--- src/rtl/mac_unit.sv ---
// mac_unit: one processing element of a 3x3 output-stationary systolic
// matrix multiplier. It multiplies A by B and accumulates the product into C
// while start is high. A and B are forwarded to the neighbouring PEs through
// one-cycle pipeline registers. A start burst that follows an idle cycle
// begins a fresh sum. With SATURATE=1, C clamps at the all-ones value.
module mac_unit #(
    parameter int DATA_W   = 8,
    parameter bit SATURATE = 1'b0
) (
    input  logic              clk,
    input  logic              reset,
    input  logic              start,
    input  logic [DATA_W-1:0] A,
    input  logic [DATA_W-1:0] B,
    output logic [DATA_W-1:0] pass_A,
    output logic [DATA_W-1:0] pass_B,
    output logic [DATA_W-1:0] C
);

    localparam int SUM_W = 2 * DATA_W + 1;
    localparam logic [SUM_W-1:0] C_MAX = {{(DATA_W + 1){1'b0}}, {DATA_W{1'b1}}};

    logic                start_d;
    logic [2*DATA_W-1:0] prod;
    logic [SUM_W-1:0]    base;
    logic [SUM_W-1:0]    sum;
    logic [DATA_W-1:0]   c_next;

    assign prod = A * B;

    // Next accumulator value. The first cycle of a burst drops the old result.
    // Saturation is sticky: once C is all-ones, adding P >= 0 keeps the sum
    // at or above the clamp value until the next burst restarts the sum.
    always_comb begin
        base   = '0;
        sum    = '0;
        c_next = '0;
        if (start_d) begin
            base = {{(DATA_W + 1){1'b0}}, C};
        end
        sum = {1'b0, prod} + base;
        if (SATURATE && (sum > C_MAX)) begin
            c_next = {DATA_W{1'b1}};
        end else begin
            c_next = sum[DATA_W-1:0];
        end
    end

    // Forward the operands to the neighbours on every edge, whatever start is.
    always_ff @(posedge clk or posedge reset) begin
        if (reset) begin
            pass_A <= '0;
            pass_B <= '0;
        end else begin
            pass_A <= A;
            pass_B <= B;
        end
    end

    // Track the burst boundary, and accumulate while start is high.
    always_ff @(posedge clk or posedge reset) begin
        if (reset) begin
            start_d <= 1'b0;
            C       <= '0;
        end else begin
            start_d <= start;
            if (start) begin
                C <= c_next;
            end
        end
    end

endmodule

--- config.mk ---
export PLATFORM = sky130hd
export DESIGN_NAME = mac_unit
export DESIGN_NICKNAME = d
export VERILOG_FILES = /design/src/rtl/mac_unit.sv
export SDC_FILE = /design/constraint.sdc
export NUM_CORES = 1
export LEC_CHECK = 0
export CAP_MARGIN = 20
export CELL_PAD_IN_SITES_DETAIL_PLACEMENT = 0
export CELL_PAD_IN_SITES_GLOBAL_PLACEMENT = 2
export CORE_UTILIZATION = 31
export DETAILED_ROUTE_END_ITERATION = 16
export HOLD_SLACK_MARGIN = 0.05
export PLACE_DENSITY = 0.8
export SLEW_MARGIN = 40
export SYNTH_ARGS = -nofsm -noshare
export SYNTH_HDL_FRONTEND = slang
export SYNTH_SLANG_ARGS = --single-unit
--- constraint.sdc ---
create_clock -name clk -period 4.45 [get_ports clk]
set_clock_uncertainty 0.05 [all_clocks]
set_input_delay 0.89 -clock clk [delete_from_list [all_inputs] [get_ports clk]]
set_output_delay 0.89 -clock clk [all_outputs]
set_load 0.1 [all_outputs]
---- Word level (Yosys, flattened, before mapping) ----
Cells that the tools add are included.
word-level totals
  bits in registers ....................... 25
  bits of input ports ..................... 19
  logic and storage cells ................. 7
operators by class
  $add $sub $neg .......................... 1
  muxes and demuxes ....................... 1
  multipliers ............................. 1
operators with widths
  operator     number
  $add 8x8->8  1
  $mul 8x8->8  1
  $mux 8       1

---- Longest topological paths before layout ----
Gate-level depths: netlist of the first run.
  depth after elaboration ................. 2
  mapped depth ............................ 15

---- Worst setup path before layout of the first run ----
OpenSTA, ideal clock, no wires.
  path type ............................... reg-to-reg
  start ................................... register C[6]
  end ..................................... register C[7]
  stages on the path, launching flop included .. 14
  path buffers ............................ 0
  arrival time ............................ 4.011 ns
  setup slack ............................. 0.264 ns
  required time ........................... 4.275 ns
  path through ............................ dfrtp_1 -> nand2_1 -> fa_1 -> inv_1 -> fa_1 -> inv_1 -> fa_1 -> fa_1 -> xnor2_1 -> xnor2_2 -> xnor3_1 -> xnor2_1 -> xnor2_1 -> a21oi_1
on the way
  longest elaborated chain between the ends .. 2
ends and longest elaborated chain
  item                    line  source
  start, declared         17    output logic [DATA_W-1:0] C
  start signal, assigned  68    C <= c_next;
  $mux 8                  38    if (start_d) begin
  $add 8x8->8             41    sum = {1'b0, prod} + base;
No other way between the ends.
A chain may end at the register's enable or synchronous reset.

---- Worst setup path in the final report of the first run ----
  start ................................... input B[1]
  end ..................................... register C[7]
on the way
  longest elaborated chain between the ends .. 2
ends and longest elaborated chain
  item             line  source
  start, declared  14    input logic [DATA_W-1:0] B,
  $mul 8x8->8      29    assign prod = A * B;
  $add 8x8->8      41
No other way between the ends.

==> results.md, run 1 <==
* Synth unique cells at 19
* Vias in the first global route at 1363
* Crit Path Class: in2reg
* CTS Buffer Depth at 2
* Clk pwr share at between 10 and 15%
* Reg2reg end: C[7]
* Worst Path Arrival at approximately 4.4 ns
* Worst-path maximum fanout at 5
* Area grow syn2layout at 32.6%
* Reg2Reg Setup Slack at 0.59 ns
* IO Count at 43
* # hold bufs at CTS at 0
* Status: complete, no violations
* Switching power share of the total at just over 50%
* Start point of the critical path: B[1]
* CP endpoint kind: register
* Reg clk slew, reported paths at roughly 0.10 ns
* Crit path time final at about 4.3 ns
* Synth area leader: dfrtp_1
* Placed Cells incl. Taps at between 200 and 300
* Final Non-Filler Cells at about 300
* Gate power share at 68.6%
* Syn Nets at roughly 220
* Post-synthesis register bit count at 25
* Hold Path Class: reg2reg
* Sequential share of power at a little over a fifth
* Fin Setup TNS at 0 ns
* Int Power at approximately 0.70 mW
* Tot GR Track Use at 14.3%
* GPL Wtd Cong at approximately 0.8
* PortBufs at 42
* Max Fclk at approximately 230 MHz
* Power density over the cells at 587 nW/um^2
* DRC errors left at 0
* Synth top area cells: dfrtp_1, fa_1, ha_1
* Post-synth top area share at 34.4%
* Slew HR at between 60 and 70%
* Ys flop type: dfrtp_1
* Worst IR Drop VDD at around 0.00033 V
* Setup crit start kind: primary input
* Asr flop ratio synth at 100%
* Final setup margin at ~0.17 ns
* TritonCTS clock tree: done
* Number of flops mapped to enable cells by yosys at 0
* Initial Util at between 30% and 40%
* WHS at 0.466 ns
* WHS Endpoint: C[2]
* Slew Limit Fails at 0
* Req. time, crit path at approximately 4.5 ns
* Max Cap Viol at 0
* Hold_sp: C[2]
* Syn avg cell area at roughly 11 sq um
* Skew-Pair Late Insertion Delay at about 0.27 ns
* Post-Layout Inst Area at roughly 2400 sq um
* Cell Rows at 27
* Cells on worst reg2reg path at 13
* Initial DRC Count at 39
* # diodes at 0
* Top cells by count, synth: inv_1, nand2_1, dfrtp_1
* H-tree Lvls at 1
* Chip height at approximately 79 um
* Die W at between 70 and 80 um
* Die area at around 6000 sq um
* Via density at between 4 and 5
* Worst Hold Depth at 1
* Final Cycle Share at 96.2%
* Net count, final at between 200 and 300
* Detailed placer's ending HPWL at 3.22 mm
* Total gr overflow at 0
* Final Power at 1.42 mW
* First-pass GRT wire length at between 6 and 7 mm
* Root Buffer Master: clkbuf_8
* DRT Wirelength at between 3 and 4 mm
* Reg-to-Reg Start: start_d
* Post-place setup slack at -0.414 ns
* Unrepaired setup endpoints after global routing: no
* Final Util at between 40% and 50%
* Clock sink count at 25
* Post-Synthesis Cells at around 170
* Via count at between 1k and 1.5k
* LEAKAGE at around 1.3 nW
* NetSw at 0.715 mW
* Layout cells sized above 1 at ~28%
* Post-synthesis sequential area ratio at 34.4%
* Antenna violations before repair at 0
* Num CTS Buffers at 3
* Final Hold Viols at 0
* Setup violators final at 0
* Pre-antenna DRT Iters at 4
* Detail Route Antenna Nets at 0
* Mapped cell area at 1820 sq um
* Placed cell area at ~2300 sq um
* Worst-margin pin slew at ~0.52 ns
* Most frequent cell after synthesis: inv_1
* Yosys warnings at 0
* Largest net degree at the start of global routing at 26
* Routed len/inst at around 13 um
* Core Region at approximately 5600 sq um
==> worst max-delay path: stages <==
cell and delay, ns:
clkdlybuf4s15_1 0.28, nand2_1 0.12, fa_1 0.54, inv_1 0.05
fa_1 0.50, inv_1 0.05, fa_1 0.49, fa_2 0.58
inv_1 0.04, ha_1 0.31, a21oi_2 0.18, xnor2_2 0.13
xnor2_1 0.13, a21oi_1 0.08
==> cell usage in the layout, fill, tap and decap left out <==
cell type        count
inv_1               31
nand2_1             28
dfrtp_1             25
buf_2               24
buf_4               18
fa_1                17
ha_1                17
and2_1              10
xnor2_1              9
clkdlybuf4s50_1      7
mux2_2               5
dlymetal6s2s_1       5
dlygate4sd2_1        5
and2_2               4
xor2_1               4
a21oi_1              3
xnor2_2              3
clkbuf_8             3
nand2_2              2
nor2_1               2
mux2_1               1
inv_2                1
a21o_2               1
a21oi_2              1
xnor3_1              1
a21o_1               1
fa_2                 1
clkinvlp_4           1
clkdlybuf4s15_1      1
==> how the worst max path moves through the flow <==
| stage | to | depth (start not counted) |
|---|---|---|
| 2_1_floorplan | C[7] | 13 |
| 6_report | C[7] | 14 |
| 4_1_cts | C[7] | 14 |
| 5_1_grt | C[7] | 14 |
| 3_3_place_gp | C[7] | 14 |
| 3_5_place_dp | C[7] | 14 |
==> cells by family (layout without fill, tap and decap cells) <==
family | after synthesis | in the layout | share of synthesized area (%)
AND/OR/NAND/NOR | 46 | 46 | 11.8
adder cells (fa/ha/maj) | 35 | 35 | 31.5
buffers and inverters | 33 | 96 | 7.22
flip-flops | 25 | 25 | 34.4
XOR/XNOR | 17 | 17 | 9.35
AO/OA/AOI/OAI | 6 | 6 | 1.99
multiplexers | 6 | 6 | 3.71
==> power by group through the flow <==
stage               logic, mW  registers (mW)  clock network, mW
finish                  0.972           0.301              0.144
global placement        0.976           0.307                  0
detailed placement      0.944           0.307                  0
global route             1.07           0.307              0.160
floorplan               0.436           0.600                  0
CTS                     0.955           0.303              0.151
==> per-layer routing <==
metal | vias up | global-route usage [%] | routed length (um) | part of all wire (%)
li1 | 629 | - | - | -
met1 | 591 | 20.6 | 1900 | 49
met2 | 26 | 22.6 | 1770 | 46
met3 | 4 | 1.28 | 140 | 3.6
met4 | 0 | 4.44 | 49 | 1.3
met5 | - | 0 | 0 | 0
==> cell type report <==
type | instances | area, sq um
clock inverters | 1 | 7.51
well taps | 72 | 90.1
fillers | 575 | 3160
inverters | 32 | 120
multi-input cells | 110 | 1090
repair buffers | 60 | 442
clock buffers | 3 | 41.3
flip-flops and latches | 25 | 626
==> state kept, by name (all words and copies together), names as in the netlist <==
register  cells
pass_A        8
C             8
start_d       1
pass_B        8
==> what timing repair did <==
item                       4_1_cts  5_1_grt
setup endpoints to repair        2        2
pin swaps                        1        4
setup buffers                    0        0
resized for setup                7       10
Note: power is estimated with default switching activity, not from simulation.
==> inputs of run 2 (changes only) <==
--- a/config.mk
+++ b/config.mk
@@ -11,7 +11,8 @@
 export CORE_UTILIZATION = 31
 export DETAILED_ROUTE_END_ITERATION = 16
 export HOLD_SLACK_MARGIN = 0.05
-export PLACE_DENSITY = 0.8
+export PLACE_DENSITY = 0.85
+export SETUP_SLACK_MARGIN = 0.2
 export SLEW_MARGIN = 40
 export SYNTH_ARGS = -nofsm -noshare
 export SYNTH_HDL_FRONTEND = slang
==> run 2 against run 1 <==
Via count increased by 1.2%; critical path type unchanged; combinational power up 4%; register-to-register slack better by 0.07 ns; clock power hardly changed; sequential share of layout area is 0.40 points lower; cell area is 1.6% higher; hold slack got worse by 0.0081 ns; count of clock-buffer cells in the layout unchanged; cell count up 0.99%; non-clock buffer count grew 3; highest routed layer unchanged; critical path depth did not move.
==> results.md, run 2 (synthesis gave the netlist of run 1 again) <==
* Most common cell after layout, fill and taps aside: inv_1
* Tot GR Track Use at 13.9% (-0.36 points)
* Slowest cell on crit path: fa_1
* Chip height at 78.6 um (unchanged)
* Vias in the first global route at 1337 (-1.9%)
* Initial DRC Count at 35 (-10%)
* Area grow syn2layout at 34.7%
* CTS Buffer Depth at 2 (unchanged)
* Max Fclk at 245 MHz (+4.8%)
* Hold Path Class: reg2reg
* Root Buffer Master: clkbuf_8
* Net count, final at 289 (+1.0%)
* Reg clk slew, reported paths at 0.10 ns (about the same)
* Placed Cells incl. Taps at 300 (+0.33%)
* Biggest regs: C: 8 flops, pass_A: 8 flops, pass_B: 8 flops
* Multi-input combinational cell area at 1120 sq um (+3.0%)
* Via count at 1265 (+1.2%)
* Crit path time final at 4.08 ns (-0.196 ns)
* CP Buf/Inv Count at 4 (unchanged)
* Filler instances at 556 (-3.3%)
* Die W at 78.6 um (unchanged)
* Req. time, crit path at 4.58 ns (+0.04 ns)
* First-pass GRT wire length at 6.42 mm (-3.2%)
* Worst path max stage delay at 0.55 ns (-0.03 ns)
* Routed len/inst at 12.4 um (-2.3%)
* Detail Route Antenna Nets at 0 (unchanged)
* Slew Limit Fails at 0 (unchanged)
* Final Util at 44.0% (+0.67 points)
* Detailed placer's ending HPWL at 3.10 mm (-3.7%)
* Power density over the cells at 594 nW/um^2 (+1.2%)
* Worst IR Drop VDD at 0.000317 V (-5.3%)
* Worst-margin pin slew at 0.541 ns (+0.0202 ns)
* Core Region at 5570 sq um (unchanged)
* Worst-path maximum fanout at 3 (-2)
* Slew HR at 63.9% (-1.3 points)
* CP Cell Sequence: dlygate4sd2_1, nand2_1, fa_1, inv_1, fa_1, ha_1, inv_1, fa_1, inv_1, ha_1, a21o_1, a21oi_1, xnor2_1, mux2_2
* Worst Path Arrival at 4.21 ns (-0.16 ns)
* # diodes at 0 (unchanged)
* Layout cells sized above 1 at 32.9% (+5.2 points)
* Crit-path leading delay family: adder cells
* Crit Path Class: in2reg
* DRC errors left at 0 (unchanged)
* Clock sink count at 25 (unchanged)
* LEAKAGE at 1.27 nW (-1.6%)
* Final Non-Filler Cells at 306 (+0.99%)
* IO Count at 43 (unchanged)
* # hold bufs at CTS at 0 (unchanged)
* Status: complete, no violations
* H-tree Lvls at 1 (unchanged)
* Via density at 4.13 (+0.21%)
* TritonCTS clock tree: done
* DRT Wirelength at 3.81 mm (-1.4%)
* Largest net degree at the start of global routing at 26 (unchanged)
* Pre-antenna DRT Iters at 4 (unchanged)
* Num CTS Buffers at 3 (unchanged)
* Unrepaired setup endpoints after global routing: no
* Setup violators final at 0 (unchanged)
* Final Cycle Share at 91.8% (-4.4 points)
* Total gr overflow at 0 (unchanged)
* PortBufs at 42 (unchanged)
* Max Cap Viol at 0 (unchanged)
* Setup crit start kind: primary input
* Register area at 626 sq um (unchanged)
* GPL Wtd Cong at 0.833 (+4.5%)
* Most frequent cells in the layout: inv_1, nand2_1, dfrtp_1, buf_2, buf_4
* Die area at 6180 sq um (unchanged)
* Initial Util at 32.6% (unchanged)
* Skew-Pair Late Insertion Delay at 0.28 ns (about the same)
* Final Hold Viols at 0 (unchanged)
* Final Power at 1.46 mW (+2.8%)
* Antenna violations before repair at 0 (unchanged)
* Cell Rows at 27 (unchanged)
* CP endpoint kind: register
run 2: layer usage:
| metal | share of wire (%) | routed length [um] | up-vias | track usage (%) |
|---|---|---|---|---|
| met5 | 0 | 0 | - | 0 |
| met1 | 47 | 1770 | 592 | 19.3 |
| met4 | 1.7 | 65 | 0 | 5.56 |
| met2 | 48 | 1820 | 29 | 22.1 |
| li1 | - | - | 639 | - |
| met3 | 4.0 | 151 | 5 | 1.63 |
run 2: layout make-up:
class | count | share of cell area [%]
Multi-Input combinational cell | 110 | 45.7
Sequential cell | 25 | 25.5
Timing Repair Buffer | 63 | 18.2
Inverter | 32 | 4.90
Clock buffer | 3 | 1.69
Clock inverter | 1 | 0.306
Tap cell | 72 | 3.68
run 2: path summary, 6_finish.rpt:
path | startpoint | end | slack, ns | cells past startpoint
min in group asynchronous | reset | C[6] | 0.91 | 2
min reg2reg | C[2] | C[2] | 0.46 | 1
max | A[3] | C[6] | 0.37 | 14
max in group asynchronous | reset | pass_B[6] | 3.08 | 2
min | C[2] | C[2] | 0.46 | 1
max reg2reg | start_d | C[7] | 0.66 | 14
run 2: power breakdown:
group / switching (mW) / internal, mW
combinational: 0.621 / 0.388
clock: 0.0830 / 0.0638
sequential: 0.0285 / 0.271
total: 0.732 / 0.723
run 2: through the flow:
| stage | TNS, ns | area, sq um | setup WS, ns | hold WS [ns] |
|---|---|---|---|---|
| 2_1_floorplan | 0 | 1820 | 0.264 | 0.769 |
| 3_3_place_gp | -0.942 | 2460 | -0.387 | 0.434 |
| 3_5_place_dp | -0.957 | 2340 | -0.415 | 0.446 |
| 4_1_cts | 0 | 2400 | 0.207 | 0.470 |
| 5_1_grt | 0 | 2450 | 0.207 | 0.501 |
| 6_report | 0 | 2450 | 0.366 | 0.458 |
run 2: what timing repair did:
action                     4_1_cts  5_1_grt
setup endpoints to repair        3        2
pin swaps                        4       13
gates resized for setup         20       15
setup buffers                    0        2
==> inputs of run 3 (changes only) <==
--- a/config.mk
+++ b/config.mk
@@ -5,12 +5,14 @@
 export SDC_FILE = /design/constraint.sdc
 export NUM_CORES = 1
 export LEC_CHECK = 0
-export CAP_MARGIN = 20
+export CAP_MARGIN = 10
 export CELL_PAD_IN_SITES_DETAIL_PLACEMENT = 0
 export CELL_PAD_IN_SITES_GLOBAL_PLACEMENT = 2
 export CORE_UTILIZATION = 31
+export CTS_CLUSTER_DIAMETER = 150
 export DETAILED_ROUTE_END_ITERATION = 16
 export HOLD_SLACK_MARGIN = 0.05
+export MAX_ROUTING_LAYER = met4
 export PLACE_DENSITY = 0.85
 export SETUP_SLACK_MARGIN = 0.2
 export SLEW_MARGIN = 40
==> run 3 against run 2 <==
Clock power is essentially flat; sequential share of layout area did not move; count of clock-buffer cells in the layout unchanged; non-clock buffer count unchanged; register-to-register slack barely moved; critical endpoint unchanged.
==> results.md, run 3 (synthesis gave the netlist of run 1 again) <==
* CP endpoint kind: register
* Setup violators final at 0 (unchanged)
* Placed Cells incl. Taps at 300 (unchanged)
* Largest net degree at the start of global routing at 26 (unchanged)
* Sequential share of power at 20.6% (about the same)
* Worst Path Arrival at 4.22 ns (about the same)
* Final setup margin at 0.365 ns (-0.00109 ns)
* Max Fclk at 245 MHz (about the same)
* Detailed placer's ending HPWL at 3.10 mm (unchanged)
* Worst-margin pin slew at 0.542 ns (+0.00157 ns)
* Final Cycle Share at 91.8% (about the same)
* Antenna violations before repair at 0 (unchanged)
* First-pass GRT wire length at 6.43 mm (+0.11%)
* Net count, final at 289 (unchanged)
* Req. time, crit path at 4.58 ns (about the same)
* Most common cell after layout, fill and taps aside: inv_1
* Power density over the cells at 595 nW/um^2 (about the same)
* Filler instances at 556 (unchanged)
* Register area at 626 sq um (unchanged)
* Root Buffer Master: clkbuf_8
* Clk pwr share at 10.1% (about the same)
* # hold bufs at CTS at 0 (unchanged)
* Worst IR Drop VDD at 0.000317 V (about the same)
* IO Count at 43 (unchanged)
* Via count at 1260 (-0.40%)
* Post-place setup slack at -0.415 ns (unchanged)
* Reg clk slew, reported paths at 0.10 ns (about the same)
* NetSw at 0.734 mW (+0.18%)
* GPL Wtd Cong at 0.846 (+1.5%)
* Area grow syn2layout at 34.7% (unchanged)
* Slew Limit Fails at 0 (unchanged)
* Tot GR Track Use at 14.4% (+0.42 points)
* Status: complete, no violations
* LEAKAGE at 1.27 nW (unchanged)
* Skew-Pair Late Insertion Delay at 0.28 ns (about the same)
* Pre-antenna DRT Iters at 4 (unchanged)
* Setup crit start kind: primary input
* Core Region at 5570 sq um (unchanged)
* Die area at 6180 sq um (unchanged)
* Hold Path Class: reg2reg
* Unrepaired setup endpoints after global routing: no
* Vias in the first global route at 1332 (-0.37%)
* Switching power share of the total at 50.4% (about the same)
* Final Util at 44.0% (unchanged)
* DRC errors left at 0 (unchanged)
* Max Cap Viol at 0 (unchanged)
* Int Power at 0.723 mW (about the same)
* Crit path time final at 4.08 ns (+0.00109 ns)
* Total gr overflow at 0 (unchanged)
* DRT Wirelength at 3.81 mm (+0.24%)
* Biggest regs: C: 8 flops, pass_A: 8 flops, pass_B: 8 flops
* Gate power share at 69.3% (about the same)
* Final Power at 1.46 mW (about the same)
* Via density at 4.12 (-0.40%)
* # diodes at 0 (unchanged)
* Worst-path maximum fanout at 3 (unchanged)
* Die W at 78.6 um (unchanged)
* Final Non-Filler Cells at 306 (unchanged)
* Detail Route Antenna Nets at 0 (unchanged)
* Crit Path Class: in2reg
* TritonCTS clock tree: done
* CTS Buffer Depth at 2 (unchanged)
* Chip height at 78.6 um (unchanged)
* PortBufs at 42 (unchanged)
* Clock sink count at 25 (unchanged)
* Multi-input combinational cell area at 1120 sq um (unchanged)
* Final Hold Viols at 0 (unchanged)
* H-tree Lvls at 1 (unchanged)
* Cell Rows at 27 (unchanged)
* Layout cells sized above 1 at 32.9% (unchanged)
* Most frequent cells in the layout: inv_1, nand2_1, dfrtp_1, buf_2, buf_4
* Initial Util at 32.6% (unchanged)
* Num CTS Buffers at 3 (unchanged)
* Slew HR at 63.8% (-0.11 points)
* Initial DRC Count at 32 (-8.6%)
* Routed len/inst at 12.5 um (+0.24%)
-- run 3: cell counts in the layout (fill, tap and decap cells not counted) --
No cell type changed its count.
-- run 3: final timing paths --
kind,endpoint,slack [ns],from,cells after the start
worst max-delay path,C[6],0.37,A[3],14
worst min-delay path,C[2],0.46,C[2],1
worst max register to register,C[7],0.66,start_d,14
worst min register to register,C[2],0.46,C[2],1
max in group asynchronous,C[2],3.08,reset,2
min in group asynchronous,pass_A[1],0.91,reset,2
-- run 3: timing repair --
action                     in CTS  in global routing
pin swaps                       4                 13
gates resized for setup        20                 15
setup endpoints to repair       3                  2
buffers inserted                0                  2
-- run 3: layout make-up --
class | count | share of cell area, %
Sequential cell | 25 | 25.5
Timing Repair Buffer | 63 | 18.2
Tap cell | 72 | 3.68
Clock inverter | 1 | 0.306
Multi-Input combinational cell | 110 | 45.7
Inverter | 32 | 4.90
Clock buffer | 3 | 1.69
-- run 3: power by group through the flow --
stage,Sequential (mW),Clock (mW),Combinational (mW)
after floorplan,0.600,0,0.436
after global placement,0.306,0,0.971
after detailed placement,0.306,0,0.938
after CTS,0.301,0.154,0.961
after global routing,0.307,0.163,1.12
final,0.300,0.148,1.01
-- run 3: per-layer routing --
layer | global-route usage (%) | wire [um]
met5 | - | 0
met1 | 19.4 | 1790
met4 | 5.56 | 63
met3 | 1.51 | 139
met2 | 22.1 | 1830
-- run 3: per-stage QoR --
stage | area [sq um] | TNS, ns | hold slack, ns
after floorplan | 1820 | 0 | 0.769
after global placement | 2460 | -0.942 | 0.434
after detailed placement | 2340 | -0.957 | 0.446
after CTS | 2400 | 0 | 0.470
after global routing | 2450 | 0 | 0.501
final | 2450 | 0 | 0.458
-- run 3: critical path, stage by stage --
cell,delay [ns]
dlygate4sd2_1,0.27
nand2_1,0.10
fa_1,0.54
inv_1,0.05
fa_1,0.45
ha_1,0.29
inv_1,0.04
fa_1,0.55
inv_1,0.06
ha_1,0.28
a21o_1,0.15
a21oi_1,0.18
xnor2_1,0.09
mux2_2,0.26
